`config.mk`:
```
export PLATFORM = sky130hd
export DESIGN_NAME = msrv32_dmem_arbiter_flat
export DESIGN_NICKNAME = d
export VERILOG_FILES = /design/src/rtl/msrv32_dmem_arbiter_if.sv /design/src/rtl/msrv32_dmem_arbiter.sv /design/src/flat_wrapper.sv
export SDC_FILE = /design/constraint.sdc
export NUM_CORES = 1
export LEC_CHECK = 0
export ABC_AREA = 1
export CAP_MARGIN = 20
export CORE_MARGIN = 2
export CORE_UTILIZATION = 25
export DETAILED_ROUTE_END_ITERATION = 10
export GPL_ROUTABILITY_DRIVEN = 0
export SYNTH_ARGS = -nofsm -noshare
export SYNTH_HDL_FRONTEND = slang
export SYNTH_SLANG_ARGS = --single-unit
```
`constraint.sdc`:
```
create_clock -name ms_riscv32_mp_clk_in -period 4 [get_ports ms_riscv32_mp_clk_in]
set_input_delay 0.8 -clock ms_riscv32_mp_clk_in [delete_from_list [all_inputs] [get_ports ms_riscv32_mp_clk_in]]
set_output_delay 0.8 -clock ms_riscv32_mp_clk_in [all_outputs]
set_load 0.02 [all_outputs]
```
`src/rtl/msrv32_dmem_arbiter_if.sv`:
```
// Requester-side data-memory handshake shared by the core load/store path and the DMA/debug port.
// master: the requester; slave: the arbiter.
interface msrv32_dmem_arbiter_if;
  logic        req;
  logic        we;
  logic [31:0] addr;
  logic [31:0] wdata;
  logic [3:0]  mask;
  logic        gnt;
  logic        rvalid;
  logic [31:0] rdata;

  modport master (
    output req, we, addr, wdata, mask,
    input  gnt, rvalid, rdata
  );

  modport slave (
    input  req, we, addr, wdata, mask,
    output gnt, rvalid, rdata
  );
endinterface

```
`src/rtl/msrv32_dmem_arbiter.sv`:
```
// Two-requester arbiter for the single data-memory port: registered transactions, wait states,
// core stall. Define DMEM_TIMEOUT_EN to abort accesses stuck in BUSY for TimeoutCycles cycles.
module msrv32_dmem_arbiter #(
  parameter int unsigned StarveLimit = 4
`ifdef DMEM_TIMEOUT_EN
  , parameter int unsigned TimeoutCycles = 255
`endif
) (
  input  logic                        ms_riscv32_mp_clk_in,
  input  logic                        ms_riscv32_mp_rst_n_in,
  msrv32_dmem_arbiter_if.slave        core_io,
  msrv32_dmem_arbiter_if.slave        dma_io,
  output logic                        core_stall_out,
  output logic [31:0]                 ms_riscv32_mp_dmaddr_out,
  output logic [31:0]                 ms_riscv32_mp_dmdata_out,
  output logic [3:0]                  ms_riscv32_mp_dmwr_mask_out,
  output logic                        ms_riscv32_mp_dmwr_req_out,
  output logic                        ms_riscv32_mp_dmrd_req_out,
  input  logic [31:0]                 ms_riscv32_mp_dmdata_in,
  input  logic                        ms_riscv32_mp_dmem_ready_in,
  output logic                        bus_err_out
);

  typedef enum logic [0:0] {StIdle, StBusy} state_e;
  typedef enum logic [0:0] {OwnCore, OwnDma} owner_e;

  state_e      state_q, state_d;
  owner_e      owner_q, owner_d;
  logic [31:0] addr_q, addr_d;
  logic [31:0] wdata_q, wdata_d;
  logic [3:0]  mask_q, mask_d;
  logic        we_q, we_d;
  logic [7:0]  starve_q, starve_d;
  logic        core_rvalid_q, core_rvalid_d;
  logic        dma_rvalid_q, dma_rvalid_d;
  logic [31:0] core_rdata_q, core_rdata_d;
  logic [31:0] dma_rdata_q, dma_rdata_d;
  logic        bus_err_q, bus_err_d;

  logic core_gnt, dma_gnt, dma_wins, grant, busy, finish, timeout;

  assign busy = (state_q == StBusy);

  // DMA takes the port when the core is absent or has been favoured StarveLimit times in a row.
  always_comb begin
    dma_wins = dma_io.req && (!core_io.req || (starve_q >= 8'(StarveLimit)));
    core_gnt = (state_q == StIdle) && core_io.req && !dma_wins;
    dma_gnt  = (state_q == StIdle) && dma_wins;
    grant    = core_gnt || dma_gnt;
  end

`ifdef DMEM_TIMEOUT_EN
  logic [7:0] to_q, to_d;

  assign timeout = busy && !ms_riscv32_mp_dmem_ready_in && (to_q == 8'(TimeoutCycles - 1));

  always_comb begin
    to_d = to_q;
    if (grant) begin
      to_d = '0;
    end else if (busy && !ms_riscv32_mp_dmem_ready_in) begin
      to_d = to_q + 8'd1;
    end
  end

  always_ff @(posedge ms_riscv32_mp_clk_in or negedge ms_riscv32_mp_rst_n_in) begin
    if (!ms_riscv32_mp_rst_n_in) begin
      to_q <= '0;
    end else begin
      to_q <= to_d;
    end
  end
`else
  assign timeout = 1'b0;
`endif

  assign finish = busy && (ms_riscv32_mp_dmem_ready_in || timeout);

  // FSM: state register
  always_ff @(posedge ms_riscv32_mp_clk_in or negedge ms_riscv32_mp_rst_n_in) begin
    if (!ms_riscv32_mp_rst_n_in) begin
      state_q <= StIdle;
    end else begin
      state_q <= state_d;
    end
  end

  // FSM: next state
  always_comb begin
    state_d = state_q;
    unique case (state_q)
      StIdle:  if (grant) state_d = StBusy;
      StBusy:  if (finish) state_d = StIdle;
      default: state_d = StIdle;
    endcase
  end

  // FSM: outputs
  always_comb begin
    core_io.gnt                 = core_gnt;
    dma_io.gnt                  = dma_gnt;
    core_io.rvalid              = core_rvalid_q;
    dma_io.rvalid               = dma_rvalid_q;
    core_io.rdata               = core_rdata_q;
    dma_io.rdata                = dma_rdata_q;
    ms_riscv32_mp_dmaddr_out    = addr_q;
    ms_riscv32_mp_dmdata_out    = wdata_q;
    ms_riscv32_mp_dmwr_req_out  = busy && we_q;
    ms_riscv32_mp_dmrd_req_out  = busy && !we_q;
    ms_riscv32_mp_dmwr_mask_out = (busy && we_q) ? mask_q : 4'h0;
    bus_err_out                 = bus_err_q;
    core_stall_out              = (core_io.req && !core_gnt) || (busy && (owner_q == OwnCore));
  end

  // Transaction holding registers, starvation counter and completion responses.
  always_comb begin
    addr_d        = addr_q;
    wdata_d       = wdata_q;
    mask_d        = mask_q;
    we_d          = we_q;
    owner_d       = owner_q;
    starve_d      = starve_q;
    core_rdata_d  = core_rdata_q;
    dma_rdata_d   = dma_rdata_q;
    core_rvalid_d = finish && (owner_q == OwnCore);
    dma_rvalid_d  = finish && (owner_q == OwnDma);
    bus_err_d     = timeout;

    if (core_gnt) begin
      addr_d   = core_io.addr;
      wdata_d  = core_io.wdata;
      mask_d   = core_io.mask;
      we_d     = core_io.we;
      owner_d  = OwnCore;
      if (!dma_io.req) begin
        starve_d = '0;
      end else if (starve_q != 8'hFF) begin
        starve_d = starve_q + 8'd1;
      end
    end else if (dma_gnt) begin
      addr_d   = dma_io.addr;
      wdata_d  = dma_io.wdata;
      mask_d   = dma_io.mask;
      we_d     = dma_io.we;
      owner_d  = OwnDma;
      starve_d = '0;
    end

    if (finish && (timeout || !we_q)) begin
      if (owner_q == OwnCore) begin
        core_rdata_d = timeout ? 32'h0 : ms_riscv32_mp_dmdata_in;
      end else begin
        dma_rdata_d  = timeout ? 32'h0 : ms_riscv32_mp_dmdata_in;
      end
    end
  end

  always_ff @(posedge ms_riscv32_mp_clk_in or negedge ms_riscv32_mp_rst_n_in) begin
    if (!ms_riscv32_mp_rst_n_in) begin
      addr_q        <= '0;
      wdata_q       <= '0;
      mask_q        <= '0;
      we_q          <= 1'b0;
      owner_q       <= OwnCore;
      starve_q      <= '0;
      core_rdata_q  <= '0;
      dma_rdata_q   <= '0;
      core_rvalid_q <= 1'b0;
      dma_rvalid_q  <= 1'b0;
      bus_err_q     <= 1'b0;
    end else begin
      addr_q        <= addr_d;
      wdata_q       <= wdata_d;
      mask_q        <= mask_d;
      we_q          <= we_d;
      owner_q       <= owner_d;
      starve_q      <= starve_d;
      core_rdata_q  <= core_rdata_d;
      dma_rdata_q   <= dma_rdata_d;
      core_rvalid_q <= core_rvalid_d;
      dma_rvalid_q  <= dma_rvalid_d;
      bus_err_q     <= bus_err_d;
    end
  end

endmodule
```
`src/flat_wrapper.sv`:
```
// flat-port wrapper written by rule: the top's interface ports become plain ports
module msrv32_dmem_arbiter_flat 
#(
  parameter int unsigned StarveLimit = 4

)
  (ms_riscv32_mp_clk_in, ms_riscv32_mp_rst_n_in, core_stall_out, ms_riscv32_mp_dmaddr_out, ms_riscv32_mp_dmdata_out, ms_riscv32_mp_dmwr_mask_out, ms_riscv32_mp_dmwr_req_out, ms_riscv32_mp_dmrd_req_out, ms_riscv32_mp_dmdata_in, ms_riscv32_mp_dmem_ready_in, bus_err_out, core_io_req, core_io_we, core_io_addr, core_io_wdata, core_io_mask, core_io_gnt, core_io_rvalid, core_io_rdata, dma_io_req, dma_io_we, dma_io_addr, dma_io_wdata, dma_io_mask, dma_io_gnt, dma_io_rvalid, dma_io_rdata);
  msrv32_dmem_arbiter_if core_io_i ();
  msrv32_dmem_arbiter_if dma_io_i ();
  input  logic ms_riscv32_mp_clk_in;
  input  logic ms_riscv32_mp_rst_n_in;
  output logic core_stall_out;
  output logic [31:0] ms_riscv32_mp_dmaddr_out;
  output logic [31:0] ms_riscv32_mp_dmdata_out;
  output logic [3:0] ms_riscv32_mp_dmwr_mask_out;
  output logic ms_riscv32_mp_dmwr_req_out;
  output logic ms_riscv32_mp_dmrd_req_out;
  input  logic [31:0] ms_riscv32_mp_dmdata_in;
  input  logic ms_riscv32_mp_dmem_ready_in;
  output logic bus_err_out;
  input wire logic [$bits(core_io_i.req)-1:0] core_io_req;
  input wire logic [$bits(core_io_i.we)-1:0] core_io_we;
  input wire logic [$bits(core_io_i.addr)-1:0] core_io_addr;
  input wire logic [$bits(core_io_i.wdata)-1:0] core_io_wdata;
  input wire logic [$bits(core_io_i.mask)-1:0] core_io_mask;
  output wire logic [$bits(core_io_i.gnt)-1:0] core_io_gnt;
  output wire logic [$bits(core_io_i.rvalid)-1:0] core_io_rvalid;
  output wire logic [$bits(core_io_i.rdata)-1:0] core_io_rdata;
  input wire logic [$bits(dma_io_i.req)-1:0] dma_io_req;
  input wire logic [$bits(dma_io_i.we)-1:0] dma_io_we;
  input wire logic [$bits(dma_io_i.addr)-1:0] dma_io_addr;
  input wire logic [$bits(dma_io_i.wdata)-1:0] dma_io_wdata;
  input wire logic [$bits(dma_io_i.mask)-1:0] dma_io_mask;
  output wire logic [$bits(dma_io_i.gnt)-1:0] dma_io_gnt;
  output wire logic [$bits(dma_io_i.rvalid)-1:0] dma_io_rvalid;
  output wire logic [$bits(dma_io_i.rdata)-1:0] dma_io_rdata;
  assign core_io_i.req = core_io_req;
  assign core_io_i.we = core_io_we;
  assign core_io_i.addr = core_io_addr;
  assign core_io_i.wdata = core_io_wdata;
  assign core_io_i.mask = core_io_mask;
  assign core_io_gnt = core_io_i.gnt;
  assign core_io_rvalid = core_io_i.rvalid;
  assign core_io_rdata = core_io_i.rdata;
  assign dma_io_i.req = dma_io_req;
  assign dma_io_i.we = dma_io_we;
  assign dma_io_i.addr = dma_io_addr;
  assign dma_io_i.wdata = dma_io_wdata;
  assign dma_io_i.mask = dma_io_mask;
  assign dma_io_gnt = dma_io_i.gnt;
  assign dma_io_rvalid = dma_io_i.rvalid;
  assign dma_io_rdata = dma_io_i.rdata;
  msrv32_dmem_arbiter #(.StarveLimit(StarveLimit)) u_core (.ms_riscv32_mp_clk_in(ms_riscv32_mp_clk_in), .ms_riscv32_mp_rst_n_in(ms_riscv32_mp_rst_n_in), .core_io(core_io_i), .dma_io(dma_io_i), .core_stall_out(core_stall_out), .ms_riscv32_mp_dmaddr_out(ms_riscv32_mp_dmaddr_out), .ms_riscv32_mp_dmdata_out(ms_riscv32_mp_dmdata_out), .ms_riscv32_mp_dmwr_mask_out(ms_riscv32_mp_dmwr_mask_out), .ms_riscv32_mp_dmwr_req_out(ms_riscv32_mp_dmwr_req_out), .ms_riscv32_mp_dmrd_req_out(ms_riscv32_mp_dmrd_req_out), .ms_riscv32_mp_dmdata_in(ms_riscv32_mp_dmdata_in), .ms_riscv32_mp_dmem_ready_in(ms_riscv32_mp_dmem_ready_in), .bus_err_out(bus_err_out));
endmodule
```
==> impl_summary.md <==
Run status
The flow ran to the end, and the final reports show no timing, DRC or antenna violations.

Clock tree
The CTS tree is done. The longest clock path from root to sink contains 2 buffers. After clock tree synthesis, the clock-pin slew on the worst setup and hold paths is 0.07 ns.

The clock latency on the worst-skew pair is 0.41 ns. The total number of clock tree sinks is 145. The H-tree was split into 4 levels. The number of setup buffers added after CTS is 0. The hold buffer count at cts is 0.

The total CTS buffers is 17. Post-CTS repair changed the size of 0 cells. CTS placed an instance of sky130_fd_sc_hd__clkbuf_16 at the clock tree root.

Power
The power density normalized to cell area is 725 nW/µm². Across the VDD grid, the largest voltage drop is 261 µV. The static leakage is 5.59 nW.

Detailed routing
The via count normalized by instance count is 4.14. The length of routed met2 wiring is 9750 µm. The number of detailed-route iterations in the first pass is 4. The average wire per cell in the routed design is 13.9 µm. After detailed routing, the met3 layer carries 2150 µm of wire. The starting DRC count in detailed routing is 362. The DRC violation count after routing is 0. The final antenna-violating net count is 0. After detailed routing, no signal wire sits above met5.

The vias after detailed routing is 6,539. For this block, wires on met1 add up to 9710 µm. For this block, the routed nets add up to 22,000 µm of wire.

Worst setup path
Walking the worst path, the cells encountered are clkdlybuf4s50_1 > nand2_1 > nor2_1 > nand2_1 > nand2_2 > nand2_4 > inv_1 > o22ai_1 > clkdlybuf4s50_1. The slowest stage cell on the critical path is sky130_fd_sc_hd__clkdlybuf4s50_1. The critical path is of the in -> out type. The delay of the slowest critical-path stage is 0.67 ns. The element type at the critical path end is an output port. For the worst setup path, the data required time is 3.20 ns.

The biggest fanout along the worst timing path is 3. The arrival time reported for the critical path endpoint is 2.52 ns. The kind of start point of the critical path is an input port.

STA
The smallest clock period supported by the final layout is computed as 3.32 ns. Adding up every negative setup slack in the final design gives 0 ns. Between clock sinks in the finished design, the worst skew comes to 0.0117 ns. The worst hold margin is 0.333 ns. The headroom to the max-slew limit is 42.5%. Setup repair after global routing left no endpoint under its margin. The upper clock frequency limit is 301 MHz. Setup violations remaining at the end of the flow were counted as 0. At the pin with the least slew margin, the transition time is 0.863 ns.

The final period utilization is 83.0%. The number of max-slew violations in the final report was 0. The final hold violation count is 0.

Synth
The share of cell area taken by muxes after synthesis is 0%. The post-synthesis net count is 1,082. Summing the areas of all and, or, nand and nor instances in the mapped netlist gives 27.0% of the synthesized area. After synthesis, the largest family of logic cells by area is simple AND/OR/NAND/NOR gates. The cell count after synthesis came out at 905. The synthesized area is 6930 µm². Yosys attributes the largest share of cell area to sky130_fd_sc_hd__dfrtp_1, sky130_fd_sc_hd__nand2_1, sky130_fd_sc_hd__inv_1, sky130_fd_sc_hd__nand3_1, sky130_fd_sc_hd__o21ai_1.

The Yosys step of the flow raised 0 warnings. The average instance area after synthesis is 7.66 µm². Synthesis instantiated 23 different standard cells from the library. Of all cell types, the one taking the most synthesized area is sky130_fd_sc_hd__dfrtp_1. The area share of the leading cell type in the synthesized netlist is 52.4%.

The post-synthesis compound-gate area fraction is 5.16%. Summing the areas of all xor and xnor instances in the mapped netlist gives 0% of the synthesized area. Of the synthesized area, sequential elements account for 52.4%.

The adder-cell area share of the yosys netlist is 0.361%. The number of storage elements in the synthesis netlist is 145.

Cells and area
The top cell types in the final layout, fill and taps aside, are sky130_fd_sc_hd__clkdlybuf4s50_1, sky130_fd_sc_hd__nand2_1, sky130_fd_sc_hd__inv_1. The number of filler instances in the final layout is 2,754. The core utilization of the finished layout is 40.1%. At the end of the flow, the number of nets in the layout was 1,373. The area growth from synthesis to layout is 57.0%. The area of the multi-input gates is 2270 µm². The final design area excluding fillers is 10,900 µm². The finished layout holds 1,581 standard cells, fillers aside. 0 antenna diodes ended up in the layout. The most common library cell in the layout ignoring fill and taps is sky130_fd_sc_hd__clkdlybuf4s50_1. In the final layout, flip-flops and latches occupy 3630 µm². The share of final-layout standard cells stronger than drive strength 1 is 4.47%.

Floorplan
The floorplan row count is 60. The area enclosed by the die boundary is 29,100 µm². The initial core utilization is 25.6%. Measured along the y axis, the die boundary spans 170 µm. The number of primary I/O pins is 315.

The width of the die is 170 µm. The core area is 27,100 µm².

Placement
The area after detailed placement is 10,300 µm². The number of placed instances, taps included, is 1,549. The final HPWL from detailed placement is 15,500 µm. In this run the tool buffered the top-level ports with 313 buffer cells.

Job
The number of maximum-capacitance violations is 0.

Global routing
The wire length of the first global-routing pass is 35,200 µm. Global routing finished with a remaining overflow of 0. The number of antenna violations at the first check in global routing came to 1. The number of global-route vias before repair is 6,633.

The pin count of the biggest net entering global routing is 77. The total global-route track usage is 15.6%.

Min path
The class of the tightest hold or removal check is in -> async.
[state kept, by name, indices dropped and copies added, names as in the netlist]
register,flops
u_core.busy,1
u_core.core_io.rdata,32
u_core.core_io.rvalid,1
u_core.dma_io.rdata,32
u_core.dma_io.rvalid,1
u_core.mask_q,4
u_core.ms_riscv32_mp_dmaddr_out,32
u_core.ms_riscv32_mp_dmdata_out,32
u_core.owner_q,1
u_core.starve_q,8
u_core.we_q,1
[cell type report]
cell class / count / share of cell area, %
Sequential cell: 145 / 33.4
Timing Repair Buffer: 322 / 29.7
Clock buffer: 19 / 4.16
Tap cell: 372 / 4.28
Multi-Input combinational cell: 517 / 20.8
Inverter: 193 / 6.66
Clock inverter: 13 / 1.06
[through the flow]
stage                     power (mW)  setup WS, ns
after floorplan                 4.50          1.39
after global placement          6.36         0.628
after detailed placement        6.41         0.634
after CTS                       8.02         0.660
after global routing            8.47         0.564
final                           7.89         0.679
[worst max-delay path, delay by kind of cell]
family / cells / cell delay [ns]
buffers and inverters: 3 / 1.22
and+or+nand+nor: 5 / 0.39
AOI/OAI and AO/OA: 1 / 0.10
[kinds of logic after synthesis]
| logic type | after synthesis |
|---|---|
| adder cells (fa/ha/maj) | 2 |
| other | 1 |
| flip-flops | 145 |
| buffers and inverters | 243 |
| AND/OR/NAND/NOR | 444 |
| AO/OA/AOI/OAI | 70 |
[per-layer routing]
metal	up-vias	GRT usage, %
met1	2952	19.7
met5	-	0
met3	22	5.35
met4	2	4.91
met2	269	25.0
li1	3294	-
[cells in the mapped netlist]
cell and n:
sky130_fd_sc_hd__o22ai_1 3, sky130_fd_sc_hd__nor2_1 9, sky130_fd_sc_hd__nand2_1 287, sky130_fd_sc_hd__clkbuf_1 10
sky130_fd_sc_hd__clkbuf_2 1, sky130_fd_sc_hd__buf_6 9, sky130_fd_sc_hd__nand2_2 4, sky130_fd_sc_hd__ha_1 2
sky130_fd_sc_hd__nand2_4 1, sky130_fd_sc_hd__nand3_1 140, sky130_fd_sc_hd__inv_2 3, sky130_fd_sc_hd__conb_1 1
sky130_fd_sc_hd__buf_1 7, sky130_fd_sc_hd__inv_1 190, sky130_fd_sc_hd__or2_2 1, sky130_fd_sc_hd__buf_2 10
sky130_fd_sc_hd__nor2_2 1, sky130_fd_sc_hd__o21ai_1 65, sky130_fd_sc_hd__dfrtp_1 145, sky130_fd_sc_hd__buf_4 13
sky130_fd_sc_hd__nor2_4 1, sky130_fd_sc_hd__o21ai_2 1, sky130_fd_sc_hd__o21ai_0 1
[power by group]
part           internal [mW]  switching [mW]  leakage (nW)
logic                   1.70            2.12          3.51
clock network          0.850           0.705         0.265
registers               2.13           0.384          1.81
[final timing paths]
| check | from | endpoint | slack, ns | cells past startpoint |
|---|---|---|---|---|
| worst max-delay path | core_io_req | core_stall_out | 0.68 | 9 |
| worst min-delay path | ms_riscv32_mp_rst_n_in | u_core.core_io.rdata[13] | 0.33 | 1 |
| worst max register to register | u_core.starve_q[6] | u_core.ms_riscv32_mp_dmaddr_out[0] | 2.08 | 9 |
| worst min register to register | u_core.starve_q[6] | u_core.starve_q[6] | 0.47 | 2 |
| max in group asynchronous | ms_riscv32_mp_rst_n_in | u_core.dma_io.rdata[3] | 2.83 | 2 |
| min in group ms_riscv32_mp_clk_in | u_core.starve_q[6] | u_core.starve_q[6] | 0.47 | 2 |
(Power assumes the default switching activity.)
==> RTL edit 1, RTL diff (same flow settings) <==
Build with the macro `DMEM_TIMEOUT_EN` defined.
--- a/src/rtl/msrv32_dmem_arbiter.sv
+++ b/src/rtl/msrv32_dmem_arbiter.sv
@@ -1,5 +1,7 @@
 // Two-requester arbiter for the single data-memory port: registered transactions, wait states,
 // core stall. Define DMEM_TIMEOUT_EN to abort accesses stuck in BUSY for TimeoutCycles cycles.
+`define DMEM_TIMEOUT_EN
+
 module msrv32_dmem_arbiter #(
   parameter int unsigned StarveLimit = 4
 `ifdef DMEM_TIMEOUT_EN
Behaviour: same outputs for any inputs over 4 cycles, from zero or initial values and one cycle with ms_riscv32_mp_rst_n_in low; that may be too few to reach the edited logic, so the function may still have changed.
==> RTL edit 1 against the unedited design <==
Total power increased by 8.8%; wire length is 18% higher; area after synthesis is 16% higher; register-to-register slack worse by 0.58 ns; sequential cell count grew 9; non-clock buffer count is 7 higher; synthesized cell count is 14% higher; cell area up 11%; count of clock-buffer cells in the layout down 2; setup slack improved by 0.0028 ns.
==> RTL edit 1: results (changes against the unedited design) <==
Layout
  – Share of cells above drive strength 1: 0.0951 (+0.0505)
  – Final #Nets: 1501 (+9.3%)
  – Fillers: 3253 (+18%)

Route
  – Final WL: 25900 µm (+18%)
  – Vias post-DR: 7530 (+15%)
  – Starting DRT DRC Count: 313 (-14%)

Global routing
  – Met3 Resource Use GR: 0.0598 (+0.00628)
  – Tot GR Track Use: 0.156 (about the same)
  – Vias in the first global route: 7562 (+14%)
  – Initial antenna violation count: 0 (-1)
  – M1 GR Usage: 0.188 (-0.00954)
  – Largest net degree at the start of global routing: 86 (+12%)
  – GR Util met2: 0.262 (+0.0122)

Critical path
  – Crit Path Max Fanout: 5 (+2)
  – R2r setup slk: 1.50 ns (-0.58 ns)
  – Worst flop-to-flop path startpoint: u_core.to_q[0]
  – CP max stage delay: 0.65 ns (-0.02 ns)
  – R2r worst-path depth: 10 (+1)
  – FF-to-FF End: u_core.core_io.rdata[3]

Outcome
  – Status: finished clean

Power
  – Pleak: 6.18 nW (+11%)
  – PD cells: 709 nW/µm² (-2.2%)

STA
  – Final setup margin: 0.682 ns (+0.00280 ns)
  – Hold WS: 0.441 ns (+0.107 ns)

Yosys
  – Post-synthesis sequential area ratio: 0.481 (-0.0423)
  – Cells after synthesis: 1036 (+14%)
  – Mapped Nets: 1215 (+12%)

Clock network
  – Clk_lat worst skew: 0.43 ns (+0.02 ns)
RTL edit 1: cell count changes after synthesis, moves of 6 or more:
| cell | delta |
|---|---|
| a21boi_0 | +32 |
| buf_2 | +11 |
| nand4_1 | +32 |
| o21ai_1 | -64 |
| buf_1 | -6 |
| nor2_1 | +13 |
| nand2_1 | +15 |
| dfrtp_1 | +9 |
| nand2_2 | +24 |
| o21ai_2 | +33 |
| clkbuf_1 | +23 |
| buf_4 | -12 |
RTL edit 1: per-layer routing:
metal,part of all wire,vias to the layer above
met5,0,-
met4,0.0077,0
met3,0.098,12
met2,0.47,278
met1,0.43,3500
li1,-,3740
RTL edit 1: cells by family after synthesis:
kind of cell	share of synthesized area
and+or+nand+nor	0.303
xor gates and xnor gates	0.00438
buffers and inverters	0.131
adders and majority gates	0.00625
DFF	0.481
AOI/OAI and AO/OA	0.0744
RTL edit 1: final cells by class:
| class | instances | area share |
|---|---|---|
| Timing Repair Buffer | 329 | 0.270 |
| Sequential cell | 154 | 0.318 |
| Clock inverter | 15 | 0.0147 |
| Inverter | 197 | 0.0611 |
| Clock buffer | 17 | 0.0351 |
| Tap cell | 402 | 0.0416 |
| Multi-Input combinational cell | 623 | 0.259 |
RTL edit 1: how the worst max path moves through the flow:
stage                 from             end  depth (start not counted)
3_5_place_dp   core_io_req      dma_io_gnt                          6
3_3_place_gp    dma_io_req      dma_io_gnt                          5
5_1_grt        core_io_req      dma_io_gnt                          6
6_report        dma_io_req      dma_io_gnt                          5
4_1_cts         dma_io_req      dma_io_gnt                          5
2_1_floorplan  core_io_req  core_stall_out                          6
RTL edit 1: power by group:
group | switching [mW] | internal (mW)
clock | 0.742 | 0.944
sequential | 0.431 | 2.23
combinational | 2.42 | 1.81
==> RTL edit 2, RTL diff (same flow settings) <==
Made on the original files. `core_rdata_q` no longer has a reset.
--- a/src/rtl/msrv32_dmem_arbiter.sv
+++ b/src/rtl/msrv32_dmem_arbiter.sv
@@ -163,7 +163,6 @@
       we_q          <= 1'b0;
       owner_q       <= OwnCore;
       starve_q      <= '0;
-      core_rdata_q  <= '0;
       dma_rdata_q   <= '0;
       core_rvalid_q <= 1'b0;
       dma_rvalid_q  <= 1'b0;
@@ -175,7 +174,6 @@
       we_q          <= we_d;
       owner_q       <= owner_d;
       starve_q      <= starve_d;
-      core_rdata_q  <= core_rdata_d;
       dma_rdata_q   <= dma_rdata_d;
       core_rvalid_q <= core_rvalid_d;
       dma_rvalid_q  <= dma_rvalid_d;
@@ -183,4 +181,8 @@
     end
   end
 
+  always_ff @(posedge ms_riscv32_mp_clk_in) begin
+    core_rdata_q <= core_rdata_d;
+  end
+
 endmodule
Behaviour: differs if ms_riscv32_mp_rst_n_in is asserted again (counterexample within 4 cycles, from zero or initial values and one cycle with ms_riscv32_mp_rst_n_in low); with ms_riscv32_mp_rst_n_in held inactive, the same outputs for 4 cycles.
==> RTL edit 2 against the unedited design <==
Via count down 8.4%; setup slack better by 0.076 ns; sequential power down 2%; total power down 3.9%; sequential cell count unchanged; area after synthesis down 2.4%; largest cell class unchanged; cell area down 0.84%; wire length down 4.5%.
==> RTL edit 2: results (changes against the unedited design) <==
Yosys
  – Mapped Avg Cell Area: 8.80 µm² (+15%)
  – Mapped Nets: 945 (-13%)
  – Post-synthesis sequential area ratio: 0.560 (+0.0367)
  – Synth top area cells: dfrtp_1 42%, edfxtp_1 14%, nand2_1 12%, nand3_1 10%, inv_1 8.7%
  – Yosys cell types: 23 (unchanged)
  – Post-synth EDFFs: 32 (+32)
  – Synth cell count leaders: 224 x nand2_1, 157 x inv_1, 140 x nand3_1
  – Share of flip-flops with an asynchronous set or reset: 0.779 (-0.221)

Placement
  – Dpl cell area: 10200 µm² (-0.98%)
  – Place WS: 0.745 ns (+0.111 ns)
  – Final HPWL DP: 14400 µm (-7.0%)
  – Placed cell count: 1389 (-10%)

Clock network
  – Post-CTS sizing: 0 (unchanged)
  – Num CTS Buffers: 17 (unchanged)
  – H-tree levels: 4 (unchanged)
  – Post-CTS Setup Inserts: 0 (unchanged)

Route
  – TritonRoute pass-1 iters: 5 (+1)
  – Vias post-DR: 5991 (-8.4%)
  – Vias per cell: 4.22 (+1.9%)
  – Starting DRT DRC Count: 251 (-31%)

Power
  – Pleak: 5.35 nW (-4.2%)
  – Max VDD drop: 0.296 mV (+14%)

Critical path
  – CP max stage delay: 0.63 ns (-0.04 ns)
  – Crit Path Max Fanout: 3 (unchanged)

Layout
  – Share of cells above drive strength 1: 0.0769 (+0.0322)
  – Final #Nets: 1244 (-9.4%)

Global routing
  – Tot GR Track Use: 0.149 (-0.00689)
  – Vias in the first global route: 5857 (-12%)
  – Initial antenna violation count: 0 (-1)
  – First-pass GRT wire length: 32700 µm (-7.1%)

STA
  – Final Skew: 0.00742 ns (-0.00432 ns)
  – Worst relative slew slack: 0.389 (-0.0360)

Outcome
  – Status: finished clean
-- RTL edit 2: layer usage --
layer,wire [µm],part of all wire,global-route usage
met1,9260,0.44,0.189
met5,0,0,0
met4,312,0.015,0.0424
met2,9530,0.45,0.239
met3,1880,0.090,0.0545
-- RTL edit 2: path summary, 6_finish.rpt --
check,from,end,slack [ns]
max,core_io_req,core_stall_out,0.75
min,ms_riscv32_mp_rst_n_in,u_core.ms_riscv32_mp_dmdata_out[30],0.41
max reg2reg,u_core.starve_q[6],u_core.ms_riscv32_mp_dmdata_out[10],2.10
min reg2reg,u_core.starve_q[6],u_core.starve_q[6],0.47
max in group asynchronous,ms_riscv32_mp_rst_n_in,u_core.ms_riscv32_mp_dmdata_out[13],2.76
min in group ms_riscv32_mp_clk_in,u_core.starve_q[6],u_core.starve_q[6],0.47
-- RTL edit 2: cell families after synthesis --
logic type	Yosys count	share of synthesized area
flops	145	0.560
compound gates	6	0.00555
fa+ha+maj	2	0.00370
mux	32	0.0699
other cells	1	0.000555
buf+inv	202	0.121
simple gates	380	0.239
-- RTL edit 2: final cells by class --
type                    count  area, µm²
clock buffers              18        439
clock inverters            14        139
fillers                  2669      15900
inverters                 161        604
multi-input cells         421       2170
flip-flops and latches    145       3790
well taps                 341        427
repair buffers            321       3220
-- RTL edit 2: worst register-to-register path: stages, from the launching register on --
cell and delay (ns):
dfrtp_1 0.38, inv_1 0.06, nand2_1 0.05, nor2_1 0.11
nand2_1 0.08, nand2_2 0.07, buf_4 0.64, nand3_1 0.19
nand3_1 0.15, nand2_1 0.07
-- RTL edit 2: where the power goes --
group | total [mW] | switching [mW] | internal [mW]
clock network | 1.57 | 0.722 | 0.845
logic | 3.55 | 1.89 | 1.66
registers | 2.46 | 0.332 | 2.13
